--- src/rtl/cordic_pkg.sv ---
// Shared types and the elaboration-time arctangent table generator for the
// iterative CORDIC engine.
package cordic_pkg;

    typedef enum logic [1:0] {
        IDLE = 2'd0,
        RUN  = 2'd1,
        DONE = 2'd2
    } state_e;

    typedef enum logic {
        ROTATION  = 1'b0,
        VECTORING = 1'b1
    } mode_e;

    localparam real Pi = 3.14159265358979323846;

    // Binary angle: a full circle spans 2^width codes, so one radian is
    // 2^(width-1)/pi codes. Only ever called with constant arguments.
    function automatic int atan_lut(input int i, input int width);
        real angle;
        angle = $atan(1.0 / (2.0 ** i)) * (2.0 ** (width - 1)) / Pi;
        return $rtoi(angle + 0.5);
    endfunction

endpackage

--- src/rtl/cordic_stage.sv ---
// One CORDIC micro-rotation: shift-and-add update of x, y and the residual
// angle z, with d_i = 1 meaning d = +1 and d_i = 0 meaning d = -1.
module cordic_stage #(
    parameter int Width = 16,
    parameter int CntW  = 4
) (
    input  logic [Width-1:0] x_i,
    input  logic [Width-1:0] y_i,
    input  logic [Width-1:0] z_i,
    input  logic [CntW-1:0]  i_i,
    input  logic             d_i,
    input  logic [Width-1:0] atan_i,
    output logic [Width-1:0] x_o,
    output logic [Width-1:0] y_o,
    output logic [Width-1:0] z_o
);

    logic signed [Width-1:0] x_sh;
    logic signed [Width-1:0] y_sh;

    assign x_sh = $signed(x_i) >>> i_i;
    assign y_sh = $signed(y_i) >>> i_i;

    assign x_o = d_i ? (x_i - y_sh)   : (x_i + y_sh);
    assign y_o = d_i ? (y_i + x_sh)   : (y_i - x_sh);
    assign z_o = d_i ? (z_i - atan_i) : (z_i + atan_i);

endmodule

--- src/rtl/cordic_iter.sv ---
// Iterative CORDIC engine: one micro-rotation per clock, valid/ready on both
// sides, gain left uncompensated for the caller to prescale.
module cordic_iter
    import cordic_pkg::*;
#(
    parameter int Width = 16,
    parameter int Iter  = 16
) (
    input  logic             clk_i,
    input  logic             rst_ni,
    input  logic             in_valid_i,
    output logic             in_ready_o,
    input  logic             mode_i,
    input  logic [Width-1:0] x_i,
    input  logic [Width-1:0] y_i,
    input  logic [Width-1:0] z_i,
    output logic             out_valid_o,
    input  logic             out_ready_i,
    output logic [Width-1:0] x_o,
    output logic [Width-1:0] y_o,
    output logic [Width-1:0] z_o,
    output logic             busy_o
);

    localparam int              CntW  = (Iter > 1) ? $clog2(Iter) : 1;
    localparam logic [CntW-1:0] LastI = CntW'(Iter - 1);

    state_e          state_q, state_d;
    mode_e           mode_q, mode_d;
    logic [CntW-1:0] i_q, i_d;
    logic [Width-1:0] x_q, y_q, z_q;
    logic [Width-1:0] x_d, y_d, z_d;
    logic [Width-1:0] x_nx, y_nx, z_nx;
    logic [Width-1:0] atan_tbl [Iter];
    logic [Width-1:0] atan_cur;
    logic             dir;

    for (genvar g = 0; g < Iter; g++) begin : g_lut
        localparam logic [Width-1:0] Atan = Width'(atan_lut(g, Width));
        assign atan_tbl[g] = Atan;
    end

    assign atan_cur = atan_tbl[i_q];
    // Rotation drives z toward 0; vectoring drives y toward 0.
    assign dir = (mode_q == VECTORING) ? y_q[Width-1] : ~z_q[Width-1];

    cordic_stage #(
        .Width (Width),
        .CntW  (CntW)
    ) u_stage (
        .x_i    (x_q),
        .y_i    (y_q),
        .z_i    (z_q),
        .i_i    (i_q),
        .d_i    (dir),
        .atan_i (atan_cur),
        .x_o    (x_nx),
        .y_o    (y_nx),
        .z_o    (z_nx)
    );

    // NOTE: every signal gets its hold value first, so no path through the
    // case leaves one unassigned and no latch is inferred.
    always_comb begin
        state_d = state_q;
        mode_d  = mode_q;
        i_d     = i_q;
        x_d     = x_q;
        y_d     = y_q;
        z_d     = z_q;
        unique case (state_q)
            IDLE: begin
                if (in_valid_i) begin
                    x_d     = x_i;
                    y_d     = y_i;
                    z_d     = z_i;
                    mode_d  = mode_e'(mode_i);
                    i_d     = '0;
                    state_d = RUN;
                end
            end
            RUN: begin
                x_d = x_nx;
                y_d = y_nx;
                z_d = z_nx;
                // The counter parks on its last value so it never wraps.
                if (i_q == LastI) begin
                    state_d = DONE;
                end else begin
                    i_d = i_q + CntW'(1);
                end
            end
            DONE: begin
                if (out_ready_i) begin
                    state_d = IDLE;
                end
            end
            default: state_d = IDLE;
        endcase
    end

    // NOTE: sequential state uses non-blocking assignments so every register
    // samples the pre-edge values, independent of statement order.
    always_ff @(posedge clk_i or negedge rst_ni) begin
        if (!rst_ni) begin
            state_q <= IDLE;
            mode_q  <= ROTATION;
            i_q     <= '0;
            x_q     <= '0;
            y_q     <= '0;
            z_q     <= '0;
        end else begin
            state_q <= state_d;
            mode_q  <= mode_d;
            i_q     <= i_d;
            x_q     <= x_d;
            y_q     <= y_d;
            z_q     <= z_d;
        end
    end

    assign in_ready_o  = (state_q == IDLE);
    assign out_valid_o = (state_q == DONE);
    assign busy_o      = (state_q != IDLE);
    assign x_o         = x_q;
    assign y_o         = y_q;
    assign z_o         = z_q;

endmodule

--- config.mk ---
export PLATFORM = sky130hd
export DESIGN_NAME = cordic_iter
export DESIGN_NICKNAME = d
export VERILOG_FILES = /design/src/rtl/cordic_pkg.sv /design/src/rtl/cordic_stage.sv /design/src/rtl/cordic_iter.sv
export SDC_FILE = /design/constraint.sdc
export NUM_CORES = 1
export LEC_CHECK = 0
export CAP_MARGIN = 20
export CORE_ASPECT_RATIO = 0.6
export CORE_UTILIZATION = 25
export CTS_BUF_LIST = sky130_fd_sc_hd__clkbuf_4 sky130_fd_sc_hd__clkbuf_8
export CTS_CLUSTER_SIZE = 25
export DETAILED_ROUTE_END_ITERATION = 10
export HOLD_SLACK_MARGIN = 0.08
export PLACE_DENSITY = 0.42
export SETUP_SLACK_MARGIN = 0.1
export SLEW_MARGIN = 20
export SYNTH_ARGS = -nofsm -noshare
export SYNTH_HDL_FRONTEND = slang
export SYNTH_HIERARCHICAL = 1
export SYNTH_SLANG_ARGS = --single-unit
--- constraint.sdc ---
create_clock -name clk_i -period 9.6 [get_ports clk_i]
set_input_delay 0.96 -clock clk_i [delete_from_list [all_inputs] [get_ports clk_i]]
set_output_delay 0.96 -clock clk_i [all_outputs]
set_load 0.02 [all_outputs]
==> key figures, run 1 <==
Synthesis
  • Register area share after synthesis: 19.1%
  • Mux cell area share after synthesis: 19.6%
  • Compound-Gate Fraction of Synth Area: 19.9%
  • Largest family of logic cells by synthesized area: compound AO/OA/AOI/OAI gates
  • Synth Area in Simple Gates: 15.7%
  • Number of synthesized flops with an enable pin: 0
  • Yosys reg bits: 55
  • XOR/XNOR Fraction of Synth Area: 9.47%
  • Yosys top cell area share: 19.1%
  • Synth warn: 6
  • Post-synth top area cell: dfrtp_1
  • Post-synthesis cell type count: 71
  • Syn Area/Cell: 8.45 sq um
  • Mapped Cells: 854
  • Top cells by area, synth: dfrtp_1 (19%), ha_1 (9.9%), mux4_2 (9.4%)
  • Async S/R FF share, synth: 100%
  • Cell area after synthesis: 7210 sq um
  • Primary FF master, synth: dfrtp_1
  • Adder-cell share of the synthesized area: 10.7%

STA
  • Endpoints failing hold: 0
  • Worst setup margin: 4.35 ns
  • Hold_ws: 0.537 ns
  • Final setup vio count: 0
  • Fin crit period: 5.25 ns
  • Max Freq: 191 MHz
  • Period utilization: 54.7%
  • Slew Limit Fails: 0
  • Clk_skew: 0.00613 ns
  • Final setup TNS: 0 ns
  • Worst Max-Slew Pin Slew: 1.06 ns
  • RSZ-0062 raised after global routing: no
  • Slew Limit Headroom: 29.5%

Floorplan
  • Die Area: 29,600 sq um
  • Rows: 47
  • Die H: 134 um
  • Die X: 221 um
  • Initial core utilization: 25.8%
  • Core ar.: 27,900 sq um
  • Top Ports: 104

Setup path
  • CP top delay family: compound AO/OA/AOI/OAI gates
  • Crit end category: flop
  • Cell count of the worst reg-to-reg path: 18
  • WS Path Type: flop to flop
  • Max FO, Critical Path: 38
  • Critical Path Start Type: flop
  • CP bufs+invs: 1
  • WP data arrival: 5.47 ns
  • CP required: 9.82 ns
  • CP Cell Sequence: buf_4 -> mux4_2 -> a22o_1 -> a21oi_1 -> ha_1 -> nand2_1 -> o21ai_0 -> ha_1 -> a211oi_1 -> nor2_1 -> o211a_1 -> o21a_1 -> o211a_1 -> o41ai_1 -> o21ai_0 -> xnor2_1 -> mux2i_1 -> o21ai_1
  • Critical Path Max Stage Delay: 0.62 ns
  • Crit-path slowest cell: mux4_2
  • Worst path depth: 18

Clock network
  • Worst-path clk slew: 0.11 ns
  • Clock Latency Late Sink: 0.35 ns
  • Hold Buf Count CTS: 0
  • Clk Tree Root Cell: clkbuf_8
  • CTS max path bufs: 2
  • Setup Fix Bufs, Post-CTS: 0
  • CTS Buf Count: 5
  • CTS resizes: 0
  • TritonCTS clock tree: done
  • CTS H-tree depth: 2
  • CTS Sinks: 55

Routing
  • Post-route ant nets: 0
  • Vias per cell: 5.00
  • Final WL: 23.4 mm
  • First-pass DRT Iterations: 5
  • Iter 0 DRT Violations: 590
  • DR vias: 6,483
  • WL/cell: 18.0 um
  • DRC: 0

Placement
  • Pre-CTS setup slack: 4.31 ns
  • Final GP Congestion: 0.863
  • Detailed placement HPWL: 18.0 mm
  • Port Buffers: 103
  • Area post-placement: 8510 sq um

Layout
  • Share of cells above drive strength 1: 7.64%
  • Area delta synth->final: 19.6%
  • Layout Nets: 1,041
  • Finished layout cell area: 8630 sq um
  • Reg area: 1380 sq um
  • Fill count: 2,953
  • Area of the multi-input gates: 5460 sq um
  • Ant. Diodes: 0

Global route
  • GRT overflow: 0
  • Tot GR Track Use: 15.9%
  • Initial antenna violation count: 0
  • First-pass GRT wire length: 36.3 mm
  • Vias in the first global route: 5,940
  • Largest net degree at the start of global routing: 69

Worst hold path
  • Hold path cells: 2
  • HP Class: flop to flop

Status
  • Status: finished clean

Flow run
  • Max capacitance violation total: 0
[through the flow]
step,instances,util (%)
final,1296,30.9
after global routing,1296,30.9
after CTS,1296,30.9
after detailed placement,1288,30.5
after global placement,1288,30.5
after floorplan,856,-
[worst paths after layout]
| kind | startpoint | endpoint | slack (ns) |
|---|---|---|---|
| worst max register to register | i_q[0] | y_o[15] | 4.35 |
| min in group asynchronous | rst_ni | z_o[10] | 0.78 |
| worst max-delay path | i_q[0] | y_o[15] | 4.35 |
| max in group asynchronous | rst_ni | i_q[1] | 8.23 |
| worst min register to register | z_o[8] | z_o[8] | 0.54 |
| worst min-delay path | z_o[8] | z_o[8] | 0.54 |
[layout make-up]
class | instances | share of cell area, %
clock inverters | 2 | 0.406
repair buffers | 110 | 12.5
clock buffers | 6 | 0.957
flip-flops and latches | 55 | 16.0
well taps | 367 | 5.32
inverters | 37 | 1.61
multi-input cells | 719 | 63.2
[registers in the layout (all words and copies together) (netlist names)]
register	count
z_o	16
x_o	16
mode_q	1
i_q	4
y_o	16
state_q	2
[Yosys cell counts, types with 9 or more instances]
master,count
a31oi_1,9
mux2i_1,63
a211oi_1,9
nor3_1,14
xor2_1,18
buf_2,12
ha_1,57
nand2_1,102
nand2b_1,9
o21ai_0,33
o21a_1,10
nand3_1,9
o21ai_1,51
dfrtp_1,55
nor2_1,61
inv_1,36
a21oi_1,58
mux4_2,30
nor2b_1,9
xnor2_1,60
clkbuf_1,16
[cells in the final DEF (no fill, tap or decap), types with 9 or more instances in the layout]
cell type and instances:
mux4_2 30, dfrtp_1 53, a21oi_1 58, nand2_1 102, clkdlybuf4s50_1 102, ha_1 57
inv_1 36, nor2b_1 9, xor2_1 18, nor3_1 14, xnor2_1 60, mux2i_1 63
o21ai_1 51, o21a_1 10, o21ai_0 32, a211oi_1 9, nand3_1 9, nor2_1 61
a31oi_1 9
[worst min-delay path: cells and delay by family, from the launching register on]
family / cells / cell delay [ns]
AOI/OAI and AO/OA: 1 / 0.07
DFF: 1 / 0.38
and+or+nand+nor: 1 / 0.05
[cell families (layout without fill, tap and decap cells)]
family | after synthesis | count (layout)
other | 1 | 3
and+or+nand+nor | 244 | 244
buffers and inverters | 82 | 155
DFF | 55 | 55
AOI/OAI and AO/OA | 232 | 232
adders and majority gates | 60 | 60
xor gates and xnor gates | 78 | 78
muxes | 102 | 102
[routing by layer]
metal  track usage [%]  vias to the layer above  part of all wire [%]
met5                 0                        -                     0
met4              2.10                        0                  0.48
met3              3.68                        8                   6.6
met2              18.9                      194                    34
met1              27.3                     3033                    59
li1                  -                     3248                     -
Power of run 1 is not shown: default switching activity piles up to over one toggle a cycle in this logic, so the estimate is an artifact.
==> run 2: changes to the inputs <==
==> constraint.sdc (replaced) <==
create_clock -name clk_i -period 5.2 [get_ports clk_i]
set_input_delay 0.52 -clock clk_i [delete_from_list [all_inputs] [get_ports clk_i]]
set_output_delay 0.52 -clock clk_i [all_outputs]
set_load 0.02 [all_outputs]
==> key figures, run 2 (synthesis results as in run 1) <==
Clock network
  • Hold Buf Count CTS: 0 (unchanged)
  • Clock Latency Late Sink: 0.36 ns (about the same)
  • TritonCTS clock tree: done
  • CTS Buf Count: 5 (unchanged)
  • Clk Tree Root Cell: clkbuf_8
  • Worst-path clk slew: 0.13 ns (+0.02 ns)
  • CTS max path bufs: 2 (unchanged)
  • CTS Sinks: 55 (unchanged)
  • CTS H-tree depth: 2 (unchanged)

Placement
  • Detailed placement HPWL: 18.7 mm (+3.8%)
  • Port Buffers: 103 (unchanged)
  • Final GP Congestion: 0.879 (+1.9%)
  • Inst Count DP: 1,310 (+1.7%)
  • Pre-CTS setup slack: 0.194 ns (-4.11 ns)

Floorplan
  • Die X: 221 um (unchanged)
  • Die Area: 29,600 sq um (unchanged)
  • Die H: 134 um (unchanged)
  • Rows: 47 (unchanged)
  • Top Ports: 104 (unchanged)
  • Core ar.: 27,900 sq um (unchanged)
  • Initial core utilization: 25.8% (unchanged)

Global route
  • Met1 global-route usage: 28.2% (+0.89 points)
  • Vias in the first global route: 6,140 (+3.4%)
  • Met2 Track Usage GR: 19.0% (+0.070 points)
  • Tot GR Track Use: 16.4% (+0.44 points)
  • GRT overflow: 0 (unchanged)
  • First-pass GRT wire length: 37.4 mm (+2.9%)
  • Largest net degree at the start of global routing: 67 (-2.9%)
  • Initial antenna violation count: 2 (+2)
  • GR peak layer: met1
  • Met3 usage: 3.77% (+0.088 points)

STA
  • Final setup TNS: 0 ns (unchanged)
  • Worst Max-Slew Pin Slew: 1.04 ns (-0.0187 ns)
  • Clk_skew: 0.0164 ns (+0.0103 ns)
  • Final setup vio count: 0 (unchanged)
  • Fin crit period: 4.79 ns (-0.459 ns)
  • Worst setup margin: 0.412 ns (-3.94 ns)
  • Slew Limit Headroom: 30.8% (+1.2 points)
  • Max Freq: 209 MHz (+9.6%)
  • Period utilization: 92.1% (+37 points)
  • RSZ-0062 raised after global routing: yes
  • Hold_ws: 0.341 ns (-0.196 ns)
  • Endpoints failing hold: 0 (unchanged)
  • Slew Limit Fails: 0 (unchanged)

Setup path
  • Worst reg2reg startpoint: i_q[0]
  • FF-to-FF End: x_o[15]
  • Worst setup path start: i_q[0]
  • Critical Path Start Type: flop
  • Max FO, Critical Path: 25 (-34%)
  • WS Path Type: flop to flop
  • CP required: 5.42 ns (-4.40 ns)
  • WP data arrival: 5.01 ns (-0.46 ns)
  • Internal reg-to-reg setup slack: 0.41 ns (-3.94 ns)
  • Critical Path Sink: x_o[15]
  • Cell count of the worst reg-to-reg path: 18 (unchanged)
  • Crit end category: flop

Routing
  • DRC: 0 (unchanged)
  • WL/cell: 18.1 um (+0.43%)
  • Final WL: 24.0 mm (+2.6%)
  • Iter 0 DRT Violations: 555 (-5.9%)
  • Vias per cell: 5.01 (+0.24%)
  • First-pass DRT Iterations: 7 (+2)
  • Post-route ant nets: 0 (unchanged)
  • DR vias: 6,639 (+2.4%)

Layout
  • Final std cells w/o fill: 1,324 (+2.2%)
  • Layout Nets: 1,068 (+2.6%)
  • Share of cells above drive strength 1: 11.2% (+3.5 points)
  • Area delta synth->final: 23.0%
  • Commonest non-fill, non-tap cells in the layout: nand2_1 (102), clkdlybuf4s50_1 (102), mux2i_1 (63)

Status
  • Status: finished clean

Flow run
  • Max capacitance violation total: 0 (unchanged)

Worst hold path
  • HP Class: input pin to async pin
## run 2: changes by cell type in the layout (fill, tap and decap cells not counted), sizes merged
cell	previous run	this run
bufinv	1	0
buf	8	35
clkbuf	6	5
clkinv	1	3
diode	0	1
## run 2: repair_timing
| action | CTS | global route |
|---|---|---|
| setup endpoints to repair | 0 | 6 |
| buffers inserted | 0 | 5 |
| gates resized for setup | 0 | 9 |
## run 2: critical path: stages (launching register included)
cell and delay [ns]:
dfrtp_2 0.43, buf_4 0.17, buf_12 0.20, mux4_2 0.55, mux4_2 0.50, a211o_1 0.29
nor3_2 0.25, and3_1 0.29, nor2_1 0.07, xnor2_1 0.13, ha_1 0.36, and3_1 0.22
a211oi_2 0.28, o2bb2ai_1 0.20, o21a_1 0.21, o21ai_0 0.12, xnor2_1 0.15, mux2i_1 0.13
o21ai_1 0.08
## run 2: worst min-delay path by stage
stage                      start       to  slack, ns  cells after the start
after floorplan           rst_ni   i_q[0]       0.22                      0
after global placement    z_o[8]   z_o[8]       0.51                      2
after detailed placement  z_o[4]   z_o[4]       0.52                      2
after CTS                 rst_ni  z_o[15]       0.36                      2
after global routing      rst_ni  z_o[15]       0.41                      2
final                     rst_ni  z_o[15]       0.34                      2
## run 2: metal layers
metal,vias to the layer above,share of wire (%)
met4,0,0.92
met2,213,34
met5,-,0
met3,17,6.5
met1,3105,59
li1,3304,-
## run 2: per-stage QoR
step           instance area, sq um  utilization (%)
6_report                       8870             31.8
3_3_place_gp                   8700             31.2
4_1_cts                        8790             31.5
2_1_floorplan                  7220                -
5_1_grt                        8870             31.7
3_5_place_dp                   8700             31.2
## run 2: final cells by class
type | count | area [sq um]
clock buffer | 5 | 68.8
timing repair buffer | 137 | 1310
inverter | 37 | 139
multi-input combinational | 719 | 5500
antenna | 1 | 2.50
tap | 367 | 459
clock inverter | 3 | 15.0
sequential | 55 | 1380
fill | 2949 | 19100
Power of run 2 is left out for the same reason.
==> patch 1: new RTL, settings of run 2 <==
`i_q`, `x_q`, `y_q` and `z_q` no longer have a reset.
--- a/src/rtl/cordic_iter.sv
+++ b/src/rtl/cordic_iter.sv
@@ -106,16 +106,15 @@
             state_q <= IDLE;
             mode_q  <= ROTATION;
-            i_q     <= '0;
-            x_q     <= '0;
-            y_q     <= '0;
-            z_q     <= '0;
         end else begin
             state_q <= state_d;
             mode_q  <= mode_d;
-            i_q     <= i_d;
-            x_q     <= x_d;
-            y_q     <= y_d;
-            z_q     <= z_d;
         end
+    end
+
+    always_ff @(posedge clk_i) begin
+        i_q <= i_d;
+        x_q <= x_d;
+        y_q <= y_d;
+        z_q <= z_d;
     end
 
Function: changed (Yosys sat finds a counterexample within 4 cycles, from zero or initial values and one cycle with rst_ni low).
==> patch 1 against run 2 <==
Area after synthesis up 0.61%. Sequential cell count unchanged. Routed wire length up 1.2%. Sequential share of layout area grew 2.1 points. Cell area rose by 4.3%. Die area rose by 0.60%. Worst setup slack worse by 88 ps. Utilization up 1.2 points.
Power is left out: the tool's default activity adds up to more than one toggle a clock period on the data nets, which glitch-free logic cannot reach.
==> patch 1: results (changes against run 2) <==
\begin{tabular}{lr}
\hline
Metric & Value \\
\hline
\multicolumn{2}{l}{\textbf{Outcome}} \\
\quad Outcome & finished clean (unchanged) \\
\multicolumn{2}{l}{\textbf{Global routing}} \\
\quad All-Layer GR Usage & 0.162 (was 0.164) \\
\quad Initial antenna violation count & 0 (was 2) \\
\quad Number of global-route vias before repair & 5681 (was 6140) \\
\quad Largest net degree at the start of global routing & 54 (was 67) \\
\quad Global-route wire length before repair & 36.1 mm (was 37.4 mm) \\
\multicolumn{2}{l}{\textbf{Yosys}} \\
\quad Number of flops mapped to enable cells by yosys & 52 (was 0) \\
\quad Post-synthesis async set-or-reset flop share & 0.0545 (was 1.00) \\
\quad Adder and majority cell fraction of the synthesized area & 0.107 (about the same) \\
\quad Multiplexer share of the synthesized area & 0.230 (was 0.196) \\
\quad Cells taking the most area after synthesis & edfxtp\_1, ha\_1, mux4\_2, mux2\_4, xnor2\_1 (was dfrtp\_1, ha\_1, mux4\_2, mux2i\_1, xnor2\_1) \\
\quad Number of different library cells in the post-synthesis netlist & 68 (was 71) \\
\quad Cell count after synthesis & 749 (was 854) \\
\quad Proportion of synthesized chip area in sequential cells & 0.225 (was 0.191) \\
\quad Post-Synth XOR/XNOR Area & 0.0953 (was 0.0947) \\
\quad Compound-cell area share of the yosys netlist & 0.157 (was 0.199) \\
\quad List of most frequent post-synthesis cells & nor2\_1, xnor2\_1, ha\_1 (was nand2\_1, mux2i\_1, nor2\_1) \\
\multicolumn{2}{l}{\textbf{Final layout}} \\
\quad Number of nets in the finished design & 997 (was 1068) \\
\quad Layout cell share with drive strength beyond 1 & 0.198 (was 0.112) \\
\quad Post-route insts no fill & 1252 (was 1324) \\
\quad Antenna diode instance count & 0 (was 1) \\
\multicolumn{2}{l}{\textbf{STA}} \\
\quad Layout Skew & 23.8 ps (was 16.4 ps) \\
\quad Worst Max-Slew Pin Slew & 757 ps (was 1040 ps) \\
\multicolumn{2}{l}{\textbf{Route}} \\
\quad Starting DRT DRC Count & 478 (was 555) \\
\quad Drt first pass iters & 5 (was 7) \\
\quad Total number of vias & 6268 (was 6639) \\
\multicolumn{2}{l}{\textbf{Worst setup path}} \\
\quad Data arrival at the endpoint of the critical path & 5020 ps (was 5010 ps) \\
\quad Worst r2r dst & z\_o[14]\$\_DFFE\_PP\_ (was x\_o[15]\$\_DFFE\_PN0P\_) \\
\quad Startpoint of the most critical register-to-register path & i\_q[0]\$\_SDFFCE\_PP0P\_ (was i\_q[0]\$\_DFFE\_PN0P\_) \\
\quad Worst path slowest cell & edfxtp\_1 (was mux4\_2) \\
\quad Highest net fanout along the worst path & 7 (was 25) \\
\quad Family of cells with the greatest summed delay on the critical path & simple AND/OR/NAND/NOR gates (was multiplexers) \\
\multicolumn{2}{l}{\textbf{Placed design}} \\
\quad DP Cell Count & 1233 (was 1310) \\
\quad Placer congestion estimate & 0.883 (was 0.879) \\
\quad Post-detail-place hpwl & 18.9 mm (was 18.7 mm) \\
\hline
\end{tabular}
patch 1: kinds of logic after synthesis:
logic type,Yosys count
xor+xnor,79
other cells,1
buf+inv,74
flops,55
compound gates,178
mux,104
simple gates,198
fa+ha+maj,60
patch 1: worst max-delay path by stage:
stage | from | endpoint | slack (ps) | cells after the start
2_1_floorplan | i_q[1]$_SDFFCE_PP0P_ | y_o[15]$_DFFE_PP_ | 370 | 19
3_3_place_gp | i_q[0]$_SDFFCE_PP0P_ | z_o[14]$_DFFE_PP_ | 200 | 18
3_5_place_dp | i_q[0]$_SDFFCE_PP0P_ | z_o[14]$_DFFE_PP_ | 110 | 18
4_1_cts | i_q[0]$_SDFFCE_PP0P_ | z_o[14]$_DFFE_PP_ | 120 | 18
5_1_grt | i_q[0]$_SDFFCE_PP0P_ | x_o[15]$_DFFE_PP_ | 50 | 17
6_report | i_q[0]$_SDFFCE_PP0P_ | z_o[14]$_DFFE_PP_ | 320 | 18
patch 1: timing repair:
item,CTS,global route
setup endpoints to repair,0,8
hold buffers,0,0
buffers inserted,0,9
gates resized for setup,0,13
patch 1: through the flow:
| step | setup slack, ps | utilization | hold slack (ps) |
|---|---|---|---|
| floorplan | 369 | - | 224 |
| global placement | 197 | 0.318 | 594 |
| detailed placement | 107 | 0.318 | 602 |
| CTS | 117 | 0.323 | 289 |
| global route | 46.4 | 0.330 | 304 |
| finish | 323 | 0.330 | 327 |
patch 1: final cells by class:
class,count,area share
Sequential cell,55,0.177
Timing Repair Buffer,161,0.168
Clock buffer,5,0.00744
Inverter,39,0.0158
Clock inverter,3,0.00730
Tap cell,367,0.0496
Multi-Input combinational cell,622,0.575
patch 1: worst register-to-register path: cells and delay by family (launching register included):
kind	cells	cell delay, ps
adders and majority gates	3	840
muxes	2	780
DFF	1	540
and+or+nand+nor	5	1310
buffers and inverters	3	250
AOI/OAI and AO/OA	4	830
xor gates and xnor gates	1	120
patch 1: layer usage:
| layer | part of all wire | vias up | wire length [um] | GRT usage |
|---|---|---|---|---|
| li1 | - | 3056 | - | - |
| met1 | 0.58 | 3014 | 14000 | 0.271 |
| met2 | 0.35 | 189 | 8500 | 0.197 |
| met3 | 0.066 | 9 | 1600 | 0.0403 |
| met4 | 0.0061 | 0 | 148 | 0.0251 |
| met5 | 0 | - | 0 | 0 |
==> patch 2: new RTL, config.mk and constraints of run 2 <==
Made on the original files. `Width` is set to 16 in 2 places; all go to 24.
--- a/src/rtl/cordic_stage.sv
+++ b/src/rtl/cordic_stage.sv
@@ -2,5 +2,5 @@
 // angle z, with d_i = 1 meaning d = +1 and d_i = 0 meaning d = -1.
 module cordic_stage #(
-    parameter int Width = 16,
+    parameter int Width = 24,
     parameter int CntW  = 4
 ) (
--- a/src/rtl/cordic_iter.sv
+++ b/src/rtl/cordic_iter.sv
@@ -4,5 +4,5 @@
     import cordic_pkg::*;
 #(
-    parameter int Width = 16,
+    parameter int Width = 24,
     parameter int Iter  = 16
 ) (
Interface: changed (6 resized); port bits go from 104 to 152. No check against the original RTL was run, so the function may have changed too.
==> patch 2 against run 2 <==
Sequential share of layout area shrank 3.6 points. Worst setup slack lost 300 ps. First-iteration DRC count grew 86%. Critical path depth grew 5. Routed wire length grew 100%. Sequential cell count grew 24. Via count grew 79%. Area after synthesis grew 61%. Cell area grew 87%.
Power is left out: the tool's default activity adds up to more than one toggle a clock period on the data nets, which glitch-free logic cannot reach.
==> patch 2: results (changes against run 2) <==
\begin{tabular}{lr}
\hline
Metric & Value \\
\hline
\multicolumn{2}{l}{\textbf{Final layout}} \\
\quad Layout cell share with drive strength beyond 1 & 0.273 (was 0.112) \\
\quad ClkCell Share & 0.0119 (was 0.00945) \\
\quad Share of cell area taken by multi-input logic gates & 0.580 (was 0.620) \\
\quad Post-route insts no fill & 2366 (was 1324) \\
\quad Count of clock-net buffers in the final layout & 11 (was 5) \\
\quad Layout inverter count without the clock tree & 44 (was 37) \\
\quad Sequential share of cell area & 0.120 (was 0.155) \\
\quad Non-clock buffer instance count of the final layout & 433 (was 137) \\
\multicolumn{2}{l}{\textbf{Yosys}} \\
\quad Adder and majority cell fraction of the synthesized area & 0.0998 (was 0.107) \\
\quad Compound-cell area share of the yosys netlist & 0.208 (was 0.199) \\
\quad List of most frequent post-synthesis cells & nand2\_1, mux2i\_1, nor2\_1 (unchanged) \\
\quad Multiplexer share of the synthesized area & 0.220 (was 0.196) \\
\quad Proportion of synthesized chip area in sequential cells & 0.170 (was 0.191) \\
\quad Cells taking the most area after synthesis & dfrtp\_1, mux2i\_1, ha\_1, mux4\_2, xnor2\_1 (was dfrtp\_1, ha\_1, mux4\_2, mux2i\_1, xnor2\_1) \\
\quad Post-Synth XOR/XNOR Area & 0.0971 (was 0.0947) \\
\multicolumn{2}{l}{\textbf{Global routing}} \\
\quad Met1 track utilization from global routing & 0.327 (was 0.282) \\
\quad Routing usage on met2 & 0.250 (was 0.190) \\
\quad Global-route wire length before repair & 70.4 mm (was 37.4 mm) \\
\quad Met3 Usage GRT & 0.0388 (was 0.0377) \\
\quad Number of global-route vias before repair & 11200 (was 6140) \\
\multicolumn{2}{l}{\textbf{Placed design}} \\
\quad Post-detail-place hpwl & 36.7 mm (was 18.7 mm) \\
\quad Worst Setup Slack post-DPL & -339 ps (was 194 ps) \\
\quad Instance area after placement & 15400 um\^{}2 (was 8700 um\^{}2) \\
\quad Buffers added on ports & 151 (was 103) \\
\quad Placer congestion estimate & 0.926 (was 0.879) \\
\multicolumn{2}{l}{\textbf{Route}} \\
\quad Drt first pass iters & 5 (was 7) \\
\quad DRT Wirelength & 48.3 mm (was 24.0 mm) \\
\quad Starting DRT DRC Count & 1030 (was 555) \\
\multicolumn{2}{l}{\textbf{Clock network}} \\
\quad CTS Buf Count & 9 (was 5) \\
\quad Clock net sink count & 79 (was 55) \\
\quad Skew-Pair Late Insertion Delay & 430 ps (was 360 ps) \\
\quad Post-CTS setup buffers & 5 (was 0) \\
\quad Resized cells post-CTS & 16 (was 0) \\
\multicolumn{2}{l}{\textbf{Outcome}} \\
\quad Outcome & finished clean (unchanged) \\
\multicolumn{2}{l}{\textbf{Worst setup path}} \\
\quad Family of cells with the greatest summed delay on the critical path & simple AND/OR/NAND/NOR gates (was multiplexers) \\
\quad Worst path slowest cell & dfrtp\_4 (was mux4\_2) \\
\multicolumn{2}{l}{\textbf{Floorplanning}} \\
\quad Core area & 45300 um\^{}2 (was 27900 um\^{}2) \\
\hline
\end{tabular}
==> patch 2: cell count changes after synthesis, sizes merged, moves of 21 or more <==
| cell | change |
|---|---|
| mux2i | +64 |
| nand2 | +43 |
| o21ai | +38 |
| dfrtp | +24 |
| xnor2 | +26 |
| a21oi | +31 |
| ha | +31 |
| xor2 | +25 |
| nor2 | +28 |
| a21o | +21 |
==> patch 2: final timing paths <==
path	start	endpoint	slack (ps)	cells past startpoint
max reg2reg	i_q[1]$_DFFE_PN0P_	z_o[23]$_DFFE_PN0P_	110	23
max in group asynchronous	rst_ni	i_q[2]$_DFFE_PN0P_	3970	2
min in group clk_i	y_o[9]$_DFFE_PN0P_	y_o[9]$_DFFE_PN0P_	530	2
min reg2reg	y_o[9]$_DFFE_PN0P_	y_o[9]$_DFFE_PN0P_	530	2
max	i_q[1]$_DFFE_PN0P_	z_o[23]$_DFFE_PN0P_	110	23
min	rst_ni	z_o[20]$_DFFE_PN0P_	160	1
